### src/rtl/hazard_pkg.sv
// hazard_pkg
//   Shared encodings for the pipeline hazard controller and its helpers.
//   - state_t  : hazard FSM states (RUN, LOAD_STALL, IRQ_PEND)
//   - pc_src_t : next-PC select driven to the PC register mux
//   - STALL_CNT_W : width of the load-stall down-counter (covers 1..3 cycles)
package hazard_pkg;

    typedef enum logic [1:0] {
        RUN        = 2'd0,
        LOAD_STALL = 2'd1,
        IRQ_PEND   = 2'd2
    } state_t;

    typedef enum logic [1:0] {
        PCSRC_SEQ = 2'd0,
        PCSRC_BR  = 2'd1,
        PCSRC_JMP = 2'd2,
        PCSRC_IRQ = 2'd3
    } pc_src_t;

    localparam int STALL_CNT_W = 2;

endpackage

### src/rtl/load_use_detect.sv
// load_use_detect
//   Purely combinational load-use compare; shared with the forwarding unit.
//   Ports:
//     mem_read  in  1  instruction in EX is a load
//     ex_rt     in  5  destination register of that load
//     id_rs     in  5  rs of the instruction in ID
//     id_rt     in  5  rt of the instruction in ID
//     uses_rt   in  1  instruction in ID actually reads rt
//     hazard    out 1  ID needs a value the load has not produced yet
module load_use_detect (
    input  logic       mem_read,
    input  logic [4:0] ex_rt,
    input  logic [4:0] id_rs,
    input  logic [4:0] id_rt,
    input  logic       uses_rt,
    output logic       hazard
);

    // $zero is never a real dependency, so a load into r0 cannot stall.
    assign hazard = mem_read && (ex_rt != 5'd0) &&
                    ((ex_rt == id_rs) || (uses_rt && (ex_rt == id_rt)));

endmodule

### src/rtl/pipeline_hazard_ctrl.sv
// pipeline_hazard_ctrl
//   Drives write-enable/flush of IF/ID and ID/EX and selects the PC source.
//   Handles load-use stalls, EX-resolved branches, ID jumps and interrupts.
//   Optional: define HAZARD_STALL_COUNT_EN to add the Stall_Count output.
//   Ports:
//     sysclk, reset (async, active-low)
//     ID_Rs, ID_Rt, ID_UsesRt, ID_Jump, ID_PC : ID-stage decode
//     EX_MemRead, EX_Rt, EX_BranchTaken      : ID/EX register outputs
//     IRQ                                    : level interrupt request
//     PC_Write, IF_ID_Write, IF_ID_Flush, ID_EX_Flush, PC_Src : zero-latency controls
//     EPC, Irq_Ack                           : registered interrupt entry info
//     Stall_Count (optional)                 : saturating count of PC_Write=0 cycles
module pipeline_hazard_ctrl
    import hazard_pkg::*;
#(
    parameter logic [31:0] IRQ_VECTOR        = 32'h80000004,
    parameter int          LOAD_STALL_CYCLES = 1,
    parameter int          KERNEL_BIT        = 31
) (
    input  logic        sysclk,
    input  logic        reset,
    input  logic [4:0]  ID_Rs,
    input  logic [4:0]  ID_Rt,
    input  logic        ID_UsesRt,
    input  logic        ID_Jump,
    input  logic        EX_MemRead,
    input  logic [4:0]  EX_Rt,
    input  logic        EX_BranchTaken,
    input  logic        IRQ,
    input  logic [31:0] ID_PC,
    output logic        PC_Write,
    output logic        IF_ID_Write,
    output logic        IF_ID_Flush,
    output logic        ID_EX_Flush,
    output logic [1:0]  PC_Src,
    output logic [31:0] EPC,
    output logic        Irq_Ack
`ifdef HAZARD_STALL_COUNT_EN
    ,
    output logic [31:0] Stall_Count
`endif
);

    // IRQ_VECTOR is consumed by the PC mux when PC_Src selects PCSRC_IRQ.
    localparam logic [STALL_CNT_W-1:0] STALL_RELOAD = STALL_CNT_W'(LOAD_STALL_CYCLES - 1);

    state_t                 state, next_state;
    logic [STALL_CNT_W-1:0] cnt, next_cnt;
    logic                   load_use;
    logic                   irq_ok;
    logic                   take_irq;

    load_use_detect u_load_use (
        .mem_read (EX_MemRead),
        .ex_rt    (EX_Rt),
        .id_rs    (ID_Rs),
        .id_rt    (ID_Rt),
        .uses_rt  (ID_UsesRt),
        .hazard   (load_use)
    );

    // Kernel-mode code masks interrupts entirely.
    assign irq_ok = IRQ && !ID_PC[KERNEL_BIT];

    always_comb begin
        // NOTE: every output gets a default first so no path leaves one unassigned (no latches).
        next_state  = state;
        next_cnt    = cnt;
        take_irq    = 1'b0;
        PC_Write    = 1'b1;
        IF_ID_Write = 1'b1;
        IF_ID_Flush = 1'b0;
        ID_EX_Flush = 1'b0;
        PC_Src      = PCSRC_SEQ;

        if (!reset) begin
            // Hold the pipeline frozen and bubbled while reset is asserted.
            PC_Write    = 1'b0;
            IF_ID_Write = 1'b0;
            IF_ID_Flush = 1'b1;
            ID_EX_Flush = 1'b1;
        end else begin
            unique case (state)
                LOAD_STALL: begin
                    // The bubble sits in EX, so a taken branch cannot appear here.
                    PC_Write    = 1'b0;
                    IF_ID_Write = 1'b0;
                    ID_EX_Flush = 1'b1;
                    next_cnt    = cnt - 1'b1;
                    if (cnt <= STALL_CNT_W'(1)) next_state = RUN;
                end
                default: begin
                    // RUN and IRQ_PEND share the same priority chain; a pending
                    // request that drops or becomes masked simply falls back to RUN.
                    next_state = RUN;
                    if (EX_BranchTaken) begin
                        PC_Src      = PCSRC_BR;
                        IF_ID_Flush = 1'b1;
                        ID_EX_Flush = 1'b1;
                        if (irq_ok) next_state = IRQ_PEND;
                    end else if (load_use) begin
                        PC_Write    = 1'b0;
                        IF_ID_Write = 1'b0;
                        ID_EX_Flush = 1'b1;
                        // Finishing the stall wins; the level IRQ is re-seen afterwards.
                        if (LOAD_STALL_CYCLES > 1) begin
                            next_state = LOAD_STALL;
                            next_cnt   = STALL_RELOAD;
                        end else if (irq_ok) begin
                            next_state = IRQ_PEND;
                        end
                    end else if (ID_Jump) begin
                        PC_Src      = PCSRC_JMP;
                        IF_ID_Flush = 1'b1;
                        if (irq_ok) next_state = IRQ_PEND;
                    end else if (irq_ok) begin
                        PC_Src      = PCSRC_IRQ;
                        IF_ID_Flush = 1'b1;
                        ID_EX_Flush = 1'b1;
                        take_irq    = 1'b1;
                    end
                end
            endcase
        end
    end

    always_ff @(posedge sysclk or negedge reset) begin
        if (!reset) begin
            state   <= RUN;
            cnt     <= '0;
            EPC     <= '0;
            Irq_Ack <= 1'b0;
        end else begin
            // NOTE: sequential state uses non-blocking assignment so all registers update together.
            state   <= next_state;
            cnt     <= next_cnt;
            Irq_Ack <= take_irq;
            if (take_irq) EPC <= ID_PC;
        end
    end

`ifdef HAZARD_STALL_COUNT_EN
    always_ff @(posedge sysclk or negedge reset) begin
        if (!reset)
            Stall_Count <= '0;
        else if (!PC_Write && (Stall_Count != 32'hFFFF_FFFF))
            Stall_Count <= Stall_Count + 32'd1;
    end
`endif

endmodule

### config.mk
export PLATFORM = sky130hd
export DESIGN_NAME = pipeline_hazard_ctrl
export DESIGN_NICKNAME = d
export VERILOG_FILES = /design/src/rtl/hazard_pkg.sv /design/src/rtl/load_use_detect.sv /design/src/rtl/pipeline_hazard_ctrl.sv
export SDC_FILE = /design/constraint.sdc
export NUM_CORES = 1
export LEC_CHECK = 0
export BUFFER_PORTS_ARGS = -buffer_cell sky130_fd_sc_hd__buf_2
export CAP_MARGIN = 20
export CORE_AREA = 2 2 59 61
export CTS_BUF_LIST = sky130_fd_sc_hd__clkbuf_4 sky130_fd_sc_hd__clkbuf_8
export DETAILED_ROUTE_END_ITERATION = 6
export DIE_AREA = 0 0 61 63
export GPL_ROUTABILITY_DRIVEN = 0
export PLACE_DENSITY = 0.91
export SLEW_MARGIN = 30
export SYNTH_ARGS = -nofsm -noshare
export SYNTH_HDL_FRONTEND = slang
export SYNTH_SLANG_ARGS = --single-unit
export TNS_END_PERCENT = 20
### constraint.sdc
create_clock -name sysclk -period 2.3 [get_ports sysclk]
set_input_delay 0.115 -clock sysclk [delete_from_list [all_inputs] [get_ports sysclk]]
set_output_delay 0.115 -clock sysclk [all_outputs]
set_load 0.05 [all_outputs]
==> flow_summary.ini, run 1 <==
[pwr]
ir_drop_uv = 589
p_seq_share_pct = 39.0
clockPowerShare_pct = 16.8
p_leak_nw = 1.04
p_int_mw = 1.11
p_switching_mw = 0.876
combPwrFrac_pct = 44.2
swShare_pct = 44.1
p_per_area_mw_per_mm2 = 983

[cells_and_area]
layout_commonest_cell = buf_2
final_cells = 249
antenna_cells = 0
num-fill-cells = 287
drive_gt1_share_pct = 65.5
syn2layout_area_growth_pct = 40.2
ff_latch_area_um2 = 826
nNetsFinal = 256
multi_input_area_um2 = 568
mostFrequentLayoutCells = buf_2 (92), dfrtp_1 (33), mux2_2 (29), xnor2_1 (10), clkbuf_4 (8)

[routing]
antenna_left = 0
dr.pass1.iters = 5
totalWireLength_mm = 3.28
wl_per_cell_um = 13.2
drc = 0
dr_total_vias = 1185
drt-vias-per-instance = 4.76
drtIter0Drc = 41

[clock_tree]
cts-root-buf = clkbuf_4
numCtsBuffers = 5
cts.sinks = 33
cts_setup_buffers = 0
cts_buffer_depth = 2
cts_tree = done
clk_latency_ps = 320
cts.reportedPaths.clkPinSlew_ps = 100
htreeDepth = 2

[timing]
tightestPinTransition_ps = 436
post-route-period-util_pct = 82.5
drv_slew = 0
hold_viol = 0
grt_setup_unrepaired = false
max_freq_mhz = 527
final-setup-viol-count = 0
period_needed_ps = 1900
setup_tns_ps = 0
fin_skew_ps = 0
slew_headroom_pct = 71.0
holdWs_ps = 17.3

[worst_setup_path]
critPathCaptureType = output port
start_kind = input pin
critPathBufInv = 4
path_class = in2out
critPathMaxFanout = 37
path_cells = dlygate4sd3_1, buf_2, buf_4, nand2_1, or3_1, buf_2
startpoint = reset
crit_path_frequent_cell = buf_2
required_ps = 2180
r2r-start = EPC[26]
crit_family = buffers and inverters
cpPeakStageDelay_ps = 530
crit_slowest_cell = dlygate4sd3_1
arrival_ps = 1780

[floorplanning]
die_h_um = 63
die_area_mm2 = 0.00384
core-area_mm2 = 0.00323
ios = 93
die_width_um = 61
rows = 21
start_util_pct = 44.6

[place]
dp_hpwl_mm = 2.62
dp.cells = 239
io_buffers = 92

[logic_synthesis]
synthCells = 102
ys_seq_area_share_pct = 57.2
synth_cell_types = 22
ys_warn_count = 0
syn_area_mm2 = 0.00144
yosys_register_bits = 33
syn_area_per_cell_um2 = 14.1
syn_nets = 156

[global_routing]
grt_pass1_wl_mm = 4.86
antenna_found_initial = 0
grt_max_degree = 38
grt_use_total_pct = 17.0
first_global_vias = 1166
gr-total-overflow = 0

[worst_hold_path]
hold_class = in2reg
worstHoldStart = ID_PC[19]

[flow_run]
maxCapViolations = 0

[outcome]
status = finished clean
path summary, 6_finish.rpt:
path / endpoint / slack [ps] / cells past startpoint
max: ID_EX_Flush / 400 / 6
min: EPC[19] / 20 / 2
max reg2reg: EPC[26] / 1500 / 1
min reg2reg: EPC[7] / 510 / 1
max in group asynchronous: EPC[5] / 1610 / 3
min in group asynchronous: EPC[25] / 370 / 3
synth_stat cells:
master	n	area share [%]
a21boi_0	1	0.52
a21oi_1	1	0.35
a21oi_4	1	1.1
and2_1	1	0.43
buf_4	1	0.52
buf_6	3	2.3
dfrtp_1	33	57
inv_1	2	0.52
mux2_1	2	1.6
mux2_2	29	23
nand2_1	6	1.6
nand3_1	1	0.35
nand4_1	1	0.43
nor2b_1	2	0.87
nor3_1	1	0.35
nor3b_1	1	0.52
o21a_1	1	0.52
o21ai_0	2	0.69
o22ai_1	1	0.43
or3_1	1	0.43
or4_1	1	0.52
xnor2_1	10	6.1
power groups by stage:
stage | registers, mW | logic [mW] | clock network, mW
3_3_place_gp | 0.776 | 0.869 | 0
6_report | 0.775 | 0.879 | 0.334
3_5_place_dp | 0.788 | 0.884 | 0
2_1_floorplan | 1.26 | 0.171 | 0
4_1_cts | 0.777 | 0.887 | 0.346
5_1_grt | 0.793 | 0.917 | 0.368
repair_timing:
action                                 CTS  global route
endpoints found under the hold margin   34             0
resized for setup                        0             0
hold buffers                             2             0
sequential cells by signal, indices dropped and copies added (netlist names):
register,count
Irq_Ack,1
EPC,32
through the flow:
step                worst slack [ps]  util [%]  total power [mW]  cell area (um2)
global placement                 454      60.1              1.65             1940
CTS                              360      62.6              2.01             2020
global route                     241      62.6              2.08             2020
detailed placement               395      60.1              1.67             1940
finish                           403      62.6              1.99             2020
floorplan                       21.9         -              1.43             1440
routing by layer:
layer / vias up / GRT usage (%) / wire, um
li1: 549 / - / -
met3: 13 / 4.76 / 322
met2: 69 / 31.2 / 1800
met4: 0 / 8.15 / 68
met5: - / 0 / 0
met1: 554 / 16.7 / 1090
logic make-up after synthesis:
| logic type | synth area share (%) |
|---|---|
| DFF | 57.2 |
| muxes | 24.2 |
| and+or+nand+nor | 5.46 |
| xor gates and xnor gates | 6.07 |
| AOI/OAI and AO/OA | 3.64 |
| buffers and inverters | 3.38 |
final cells by class:
cell class | instances | area share [%]
Sequential cell | 33 | 40.8
Multi-Input combinational cell | 63 | 28.1
Timing Repair Buffer | 97 | 24.9
Clock buffer | 8 | 2.97
Tap cell | 46 | 2.85
Inverter | 2 | 0.371
Power figures use the tool's default switching activity.
==> inputs of run 2 (changes only) <==
--- a/config.mk
+++ b/config.mk
@@ -7,12 +7,12 @@
 export LEC_CHECK = 0
 export BUFFER_PORTS_ARGS = -buffer_cell sky130_fd_sc_hd__buf_2
 export CAP_MARGIN = 20
-export CORE_AREA = 2 2 59 61
+export CORE_AREA = 2 2 61 63
 export CTS_BUF_LIST = sky130_fd_sc_hd__clkbuf_4 sky130_fd_sc_hd__clkbuf_8
 export DETAILED_ROUTE_END_ITERATION = 6
-export DIE_AREA = 0 0 61 63
+export DIE_AREA = 0 0 63 65
 export GPL_ROUTABILITY_DRIVEN = 0
-export PLACE_DENSITY = 0.91
+export PLACE_DENSITY = 0.86
 export SLEW_MARGIN = 30
 export SYNTH_ARGS = -nofsm -noshare
 export SYNTH_HDL_FRONTEND = slang
==> constraint.sdc (replaced) <==
create_clock -name sysclk -period 1.78 [get_ports sysclk]
set_input_delay 0.089 -clock sysclk [delete_from_list [all_inputs] [get_ports sysclk]]
set_output_delay 0.089 -clock sysclk [all_outputs]
set_load 0.05 [all_outputs]
==> flow_summary.ini, run 2 (synthesis results as in run 1) <==
[worst_setup_path]
startpoint = EX_Rt[0]
critPathBufInv = 2
critPathCaptureType = output port
reg2regPathDepth = 1
crit_family = simple AND/OR/NAND/NOR gates
cpPeakStageDelay_ps = 520
path_cells = buf_2, or4_1, o21a_1, and2_4, or3_1, buf_4
required_ps = 1690
path_class = in2out
timing.rr.end = EPC[18]
reg2reg_slack_ps = 980
endpoint = ID_EX_Flush
path_depth = 6
start_kind = input pin
critPathMaxFanout = 3
crit_slowest_cell = or4_1
arrival_ps = 1650
r2r-start = EPC[18]

[cells_and_area]
largest_register = EPC
drive_gt1_share_pct = 59.1
top_regs = EPC: 32 flops, Irq_Ack: 1 flops
final_area_mm2 = 0.00246
layout_commonest_cell = buf_2
antenna_cells = 0
largest_reg_flops = 32
nNetsFinal = 290
syn2layout_area_growth_pct = 70.3
mostFrequentLayoutCells = buf_2 (88), dfrtp_1 (33), dlygate4sd3_1 (32), mux2_2 (29), xnor2_1 (10)

[global_routing]
gr-total-overflow = 0
grt_pass1_wl_mm = 6.65
grt_max_degree = 34
grt_use_total_pct = 21.3
first_global_vias = 1407
antenna_found_initial = 0

[routing]
drc = 0
drt-vias-per-instance = 4.62
antenna_left = 0
wl_per_cell_um = 14.3
drtIter0Drc = 34
dr.pass1.iters = 4
totalWireLength_mm = 4.07
dr_total_vias = 1316

[floorplanning]
die_area_mm2 = 0.00410
ios = 93
rows = 22
die_width_um = 63
die_h_um = 65
start_util_pct = 41.3
core-area_mm2 = 0.00350

[place]
io_buffers = 92
dp_hpwl_mm = 2.66
place_worst_setup_slack_ps = 1.21
dpl_cell_area_mm2 = 0.00200

[worst_hold_path]
hold_class = in2reg

[clock_tree]
cts_buffer_depth = 2
clk_latency_ps = 320
cts.reportedPaths.clkPinSlew_ps = 100
cts_tree = done
cts.sinks = 33
cts-root-buf = clkbuf_4
htreeDepth = 2
numCtsBuffers = 5

[timing]
tightestPinTransition_ps = 345
post-route-period-util_pct = 97.8
fin_skew_ps = 0
period_needed_ps = 1740
slew_headroom_pct = 77.0
drv_slew = 0
holdWs_ps = 259
setup_tns_ps = 0
hold_viol = 0
worst_slack_ps = 38.5
final-setup-viol-count = 0
max_freq_mhz = 574

[pwr]
p_leak_nw = 1.22
ir_drop_uv = 767
p_per_area_mw_per_mm2 = 1190

[flow_run]
maxCapViolations = 0

[outcome]
status = finished clean
[run 2: tightest hold or removal path, cell delays in order]
cell	delay, ps
buf_2	90
nor3b_1	60
nand2_1	100
a21oi_4	60
buf_12	150
[run 2: what timing repair did]
action | CTS | global route
endpoints found under the hold margin | 64 | 0
buffers inserted | 0 | 0
hold buffers | 33 | 0
setup endpoints to repair | 0 | 4
resized for setup | 0 | 7
[run 2: how the worst min path moves through the flow]
stage | slack (ps) | startpoint | endpoint | depth (start not counted)
3_5_place_dp | 170 | reset | EPC[29] | 2
2_1_floorplan | -210 | reset | EPC[0] | 0
3_3_place_gp | 170 | reset | EPC[2] | 2
4_1_cts | 250 | ID_PC[31] | Irq_Ack | 5
6_report | 260 | ID_PC[31] | Irq_Ack | 5
5_1_grt | 250 | ID_Jump | Irq_Ack | 5
[run 2: where the power goes]
part	internal, mW	leakage (nW)	switching [mW]	total (mW)
combinational	0.370	0.759	0.849	1.22
sequential	0.920	0.408	0.0902	1.01
clock	0.435	0.0552	0.256	0.691
[run 2: layout make-up]
type	instances	area, um2
Clock buffer	5	37.5
Clock inverter	3	65.1
Fill cell	259	1040
Inverter	2	7.51
Multi-Input combinational cell	63	579
Sequential cell	33	826
Tap cell	48	60.1
Timing Repair Buffer	131	881
[run 2: metrics by stage]
stage               power (mW)  std cells  utilization [%]
floorplan                 1.85        102                -
global placement          2.14        244             57.2
detailed placement        2.17        244             57.2
CTS                       2.92        285             69.9
global route              3.06        285             70.3
finish                    2.92        285             70.3
[run 2: metal layers]
layer | vias to the layer above | share of wire [%] | GRT usage [%]
met5 | - | 0 | 0
met2 | 64 | 57 | 40.4
met3 | 8 | 6.2 | 5.73
met4 | 0 | 2.1 | 9.44
met1 | 622 | 35 | 21.8
li1 | 622 | - | -
